[config.mk]
export PLATFORM = sky130hd
export DESIGN_NAME = sprite_line_ctrl
export DESIGN_NICKNAME = d
export VERILOG_FILES = /design/src/rtl/sprite_line_ctrl.sv
export SDC_FILE = /design/constraint.sdc
export NUM_CORES = 1
export LEC_CHECK = 0
export BUFFER_PORTS_ARGS = -buffer_cell sky130_fd_sc_hd__buf_4
export CORE_UTILIZATION = 38
export DETAILED_ROUTE_END_ITERATION = 8
export PLACE_DENSITY = 0.66
export SLEW_MARGIN = 20
export SYNTH_ARGS = -nofsm -noshare
export SYNTH_HDL_FRONTEND = slang
export SYNTH_SLANG_ARGS = --single-unit
[constraint.sdc]
create_clock -name clk -period 3.3 [get_ports clk]
set_clock_uncertainty 0.2 [all_clocks]
set_input_delay 0.165 -clock clk [delete_from_list [all_inputs] [get_ports clk]]
set_output_delay 0.165 -clock clk [all_outputs]
set_load 0.02 [all_outputs]
[src/rtl/sprite_line_ctrl.sv]
// sprite_line_ctrl: fetches one sprite row per line during hblank, then loads and
// shifts a 16-pixel 2bpp shift register. Optional build macro: SPRITE_FLIP_EN.
module sprite_line_ctrl #(
  parameter int H_ACTIVE = 640,
  parameter int H_TOTAL  = 800,
  parameter int V_ACTIVE = 480,
  parameter int V_TOTAL  = 525,
  parameter int ADDR_W   = 8
) (
  input  logic              clk,
  input  logic              reset,
  input  logic [10:0]       hcount,
  input  logic [9:0]        vcount,
  input  logic              sprite_on,
  input  logic [10:0]       sprite_x,
  input  logic [9:0]        sprite_y,
  input  logic [ADDR_W-1:0] base_addr,
`ifdef SPRITE_FLIP_EN
  input  logic              flip_h,
`endif
  output logic              rd_req,
  output logic [ADDR_W-1:0] rd_addr,
  input  logic              rd_valid,
  input  logic [31:0]       rd_data,
  output logic              shift_ld,
  output logic              shift_en,
  output logic [31:0]       shift_data,
  output logic              line_miss
);

  localparam logic [10:0] H_FETCH = 11'(H_ACTIVE - 1);
  localparam logic [10:0] H_LAST  = 11'(H_TOTAL - 1);
  localparam logic [10:0] H_ABORT = 11'(H_TOTAL - 2);
  localparam logic [9:0]  V_ACT   = 10'(V_ACTIVE);
  localparam logic [9:0]  V_LAST  = 10'(V_TOTAL - 1);

  typedef enum logic [2:0] {IDLE, WAIT, LOAD, ARMED, SHIFT} state_t;

  state_t              state_q;
  logic                rd_req_q, shift_ld_q, shift_en_q, line_miss_q;
  logic [ADDR_W-1:0]   rd_addr_q, base_q;
  logic [31:0]         shift_data_q;
  logic                on_q;
  logic [10:0]         x_q, xarm_q;
  logic [9:0]          y_q;
  logic                wrap_q;
  logic [3:0]          cnt_q;

  logic [9:0]          next_line_d, row_d;
  logic                hit_d, latch_d, fire_d;
  logic [31:0]         load_d;

`ifdef SPRITE_FLIP_EN
  logic                flip_q;

  function automatic logic [31:0] flip_fields(input logic [31:0] w);
    logic [31:0] r;
    for (int i = 0; i < 16; i++) r[2*i +: 2] = w[2*(15-i) +: 2];
    return r;
  endfunction

  assign load_d = flip_q ? flip_fields(rd_data) : rd_data;
`else
  assign load_d = rd_data;
`endif

  // Row arithmetic for the line that follows the current one.
  assign next_line_d = (vcount == V_LAST) ? 10'd0 : vcount + 10'd1;
  assign row_d       = next_line_d - y_q;
  assign hit_d       = on_q && (next_line_d < V_ACT) && (next_line_d >= y_q) &&
                       (row_d[9:4] == 6'd0);
  assign latch_d     = (hcount == 11'd0) && (vcount == V_ACT);

  // Outputs are registered, so the enable decision is taken two columns before
  // the pixel; x==1 therefore fires on the last column of the fetch line.
  assign fire_d = (xarm_q == 11'd1) ? (hcount == H_LAST)
                                    : (wrap_q && (hcount == xarm_q - 11'd2));

  always_ff @(posedge clk or posedge reset) begin
    if (reset) begin
      state_q      <= IDLE;
      rd_req_q     <= 1'b0;
      rd_addr_q    <= '0;
      shift_ld_q   <= 1'b0;
      shift_en_q   <= 1'b0;
      shift_data_q <= '0;
      line_miss_q  <= 1'b0;
      on_q         <= 1'b0;
      x_q          <= '0;
      y_q          <= '0;
      base_q       <= '0;
      xarm_q       <= '0;
      wrap_q       <= 1'b0;
      cnt_q        <= '0;
`ifdef SPRITE_FLIP_EN
      flip_q       <= 1'b0;
`endif
    end else begin
      rd_req_q   <= 1'b0;
      shift_ld_q <= 1'b0;
      if (latch_d) begin
        on_q        <= sprite_on;
        x_q         <= (sprite_x == 11'd0) ? 11'd1 : sprite_x;
        y_q         <= sprite_y;
        base_q      <= base_addr;
        line_miss_q <= 1'b0;
`ifdef SPRITE_FLIP_EN
        flip_q      <= flip_h;
`endif
      end
      case (state_q)
        IDLE: begin
          if (hcount == H_FETCH && hit_d) begin
            rd_req_q  <= 1'b1;
            rd_addr_q <= base_q + ADDR_W'(row_d[3:0]);
            xarm_q    <= x_q;
            state_q   <= WAIT;
          end
        end
        WAIT: begin
          if (rd_valid) begin
            shift_data_q <= load_d;
            shift_ld_q   <= 1'b1;
            state_q      <= LOAD;
          end else if (hcount == H_LAST) begin
            line_miss_q <= 1'b1;
            state_q     <= IDLE;
          end
        end
        LOAD: begin
          wrap_q  <= 1'b0;
          state_q <= ARMED;
        end
        ARMED: begin
          if (hcount == H_LAST) wrap_q <= 1'b1;
          if (fire_d) begin
            shift_en_q <= 1'b1;
            cnt_q      <= 4'd0;
            state_q    <= SHIFT;
          end else if (wrap_q && hcount == H_ABORT) begin
            state_q <= IDLE;
          end
        end
        SHIFT: begin
          if (cnt_q == 4'd15) begin
            shift_en_q <= 1'b0;
            state_q    <= IDLE;
          end else begin
            cnt_q <= cnt_q + 4'd1;
          end
        end
        default: state_q <= IDLE;
      endcase
    end
  end

  assign rd_req     = rd_req_q;
  assign rd_addr    = rd_addr_q;
  assign shift_ld   = shift_ld_q;
  assign shift_en   = shift_en_q;
  assign shift_data = shift_data_q;
  assign line_miss  = line_miss_q;

endmodule

==> impl_results.md <==
- Number of flops mapped to enable cells by yosys: 0
- Gr usage total: between 20% and 30%
- YS warnings: 0
- Commonest cells in the netlist: dfrtp_1, mux2_2, nor2_1
- Synth cell types: slightly below 60
- Post-synth top area share: 45.2%
- Avg WL per Cell: approximately 16 um
- Row cnt: 42
- Final nets: 814
- Cell Int Power: 2290 uW
- Antenna-violating nets left: 0
- Max rail drop VDD: around 0.33 mV
- Status: finished, violations left
- Clock-pin slew on the worst setup and hold paths: about 70 ps
- Initial antenna violation count: 0
- Layout Utilization: about three fifths
- Largest family of logic cells by synthesized area: multiplexers
- DP Worst Slack: -912 ps
- Crit Path Max Fanout: 5
- Yosys reg bits: just over 90
- Hold Crit Class: in -> reg
- Die Height: between 100 and 150 um
- CTS Buf Count: 9
- Vias in the first global route: between 4000 and 5000
- Slew HR: just over 40%
- Via/cell ratio: just over 5
- Worst Tran Pin Value: a little under 900 ps
- DRT Pass-1 Iters: 4
- Setup violators final: 21
- Buffers added on ports: 129
- Synth Instances: roughly 470
- First-pass GRT wire length: roughly 23000 um
- CP Capture Type: register
- Failing checks: negative setup slack
- Post-synthesis area per instance: between 10 and 15 um2
- H-tree Lvls: 3
- Total clock sinks: 93
- Area growth syn-to-layout: 52.3%
- Fmax: approximately 260 MHz
- Reg2reg path depth: 12
- Post-synth top flop: dfrtp_1
- Synthesized cell area: about 5000 um2
- Post-synthesis sequential area ratio: a little under half
- Total grt overflow: 0
- Critical Path Source Type: input pin
- Die area: about 14000 um2
- Via count: roughly 4600
- CTS tree: done
- Switching Fraction: 26.3%
- Setup crit end: xarm_q[5]
- Period minus WS final: ~3900 ps
- Deepest clock path buffer count: 2
- Crit share post-route: 117%
- I/O pin total: 130
- CTS Root Cell: clkbuf_16
- Die W: around 120 um
- Total of max-cap violations: 0
- Gate power share: between 20 and 25%
- Net Sw Power: about 800 uW
- Proportion of layout cells with a drive suffix above 1: 42.6%
- Max-slew violations: 0
- Post-synthesis mux area share: 16.5%
- Post-route DRC: 0
- Core box area: 13200 um2
- Critical R2R Capture: xarm_q[5]
- Most numerous cell in the Yosys netlist: dfrtp_1
- Synth area leader: dfrtp_1
- Ant. Diodes: 0
- Sequential fraction of design power: between 40% and 50%
- Clock Power Share: 36.6%
- Xor/xnor share of the synthesized area: 5.11%
- Leakage: approximately 0.0038 uW
- Power density over the cells: about 400 nW/um2
- Detailed-route wire length: between 10000 and 15000 um
- Post-synthesis adder-cell area fraction: between 5 and 6%
- Clock latency at the later pin of the worst-skew pair: approximately 340 ps
- WP data required: about 3300 ps
- Compound-Gate Fraction of Synth Area: under 10%
- Hold slack: just under 80 ps
- Reg-to-reg startpoint: y_q[0]
- DR iter-0 viols: 267
- Synthesized Nets: ~570
- Final worst slack: -560 ps
- Setup CP Type: in -> reg
- Post-Synth Simple-Gate Area: 14.7%
- R2r setup slk: about 10 ps
- Setup crit start: vcount[1]
- Initial Util: around two fifths
- Synth top area cells: dfrtp_1, mux2_2, ha_1
- RD Place Congestion: roughly 0.89
- Hold Violations, Final: 0
- HPWL after DPL: between 9000 and 10000 um
- Maximum number of pins on one net before global-route repair: just over 50
- RSZ-0062 raised after global routing: yes
- Worst EP arrival: approximately 3900 ps
- Synth async-reset ratio: 100%
registers in the layout, indices dropped and copies added (netlist names):
name and cells:
line_miss 1, xarm_q 11, rd_req 1, shift_en 1
y_q 10, base_q 8, x_q 11, on_q 1
state_q 3, shift_data 32, shift_ld 1, wrap_q 1
rd_addr 8, cnt_q 4
power groups by stage:
stage / Clock, uW / Sequential [uW] / Combinational [uW]
global route: 1210 / 1280 / 742
detailed placement: 0 / 1290 / 613
finish: 1140 / 1270 / 697
CTS: 1170 / 1270 / 686
global placement: 0 / 1290 / 601
floorplan: 0 / 1390 / 187
timing repair:
action / 4_1_cts / 5_1_grt
hold buffers: 64 / 0
cloned: 0 / 3
gates resized for setup: 10 / 8
endpoints found under the setup margin: 21 / 21
buffers inserted: 3 / 4
endpoints found under the hold margin: 113 / 0
pin swaps: 4 / 13
final cells by class:
type | instances | area, um2
clock buffers | 10 | 239
clock inverters | 6 | 93.8
fillers | 1129 | 5410
inverters | 23 | 105
multi-input cells | 336 | 2760
flip-flops and latches | 93 | 2330
well taps | 176 | 220
repair buffers | 245 | 2090
critical path: stages:
cell and delay [ps]:
buf_12 110, inv_12 40, ha_4 120, nand2b_4 50, or4_4 500, nor3b_4 230
or2_4 160, ha_4 130, inv_2 30, fa_2 350, a211o_4 380, a311oi_2 320
a211o_2 200, nand4_1 150, a21oi_2 180, nand4bb_1 140, buf_6 170, clkbuf_16 160
mux2_4 280
per-stage QoR:
step / total power [uW] / std cells / cell area (um2) / TNS, ps
3_5_place_dp: 1900 / 800 / 6680 / -18510
5_1_grt: 3230 / 889 / 7840 / -13280
6_report: 3110 / 889 / 7840 / -10590
4_1_cts: 3120 / 883 / 7720 / -9640
2_1_floorplan: 1580 / 465 / 5220 / -11660
3_3_place_gp: 1890 / 800 / 6680 / -16390
how the worst min path moves through the flow:
stage / from / endpoint / slack, ps / cells after the start
after global routing: hcount[8] / state_q[0] / 70 / 4
after floorplan: sprite_y[1] / y_q[1] / 80 / 2
after detailed placement: reset / base_q[3] / 180 / 2
after global placement: reset / base_q[2] / 170 / 2
final: hcount[8] / state_q[0] / 80 / 4
after CTS: hcount[8] / state_q[0] / 70 / 4
layer usage:
layer	global-route usage, %	wire (um)	vias to the layer above
li1	-	-	2177
met1	25.0	6070	2209
met2	35.5	7020	130
met3	3.91	584	45
met4	9.78	481	0
met5	0	0	-
logic make-up after synthesis:
logic type | after synthesis
AOI/OAI and AO/OA | 78
xor gates and xnor gates | 30
adders and majority gates | 20
buffers and inverters | 36
DFF | 93
muxes | 72
and+or+nand+nor | 136
cell usage in the layout (no fill, tap or decap), types with 4 or more instances in the layout:
cell,instances
a21oi_1,14
nand2_1,25
o21a_1,5
ha_1,16
inv_1,19
nand4_1,12
dlygate4sd3_1,64
a31oi_1,6
xnor2_1,16
o211ai_1,8
mux2_2,62
nor4_1,8
dfrtp_1,93
nor2b_1,4
nand3_1,12
nor3_1,8
nor2_1,26
o21ai_0,22
xor2_1,14
mux2_4,10
buf_6,4
clkbuf_16,11
buf_4,172
No activity file was read; power rests on OpenSTA's default activity.
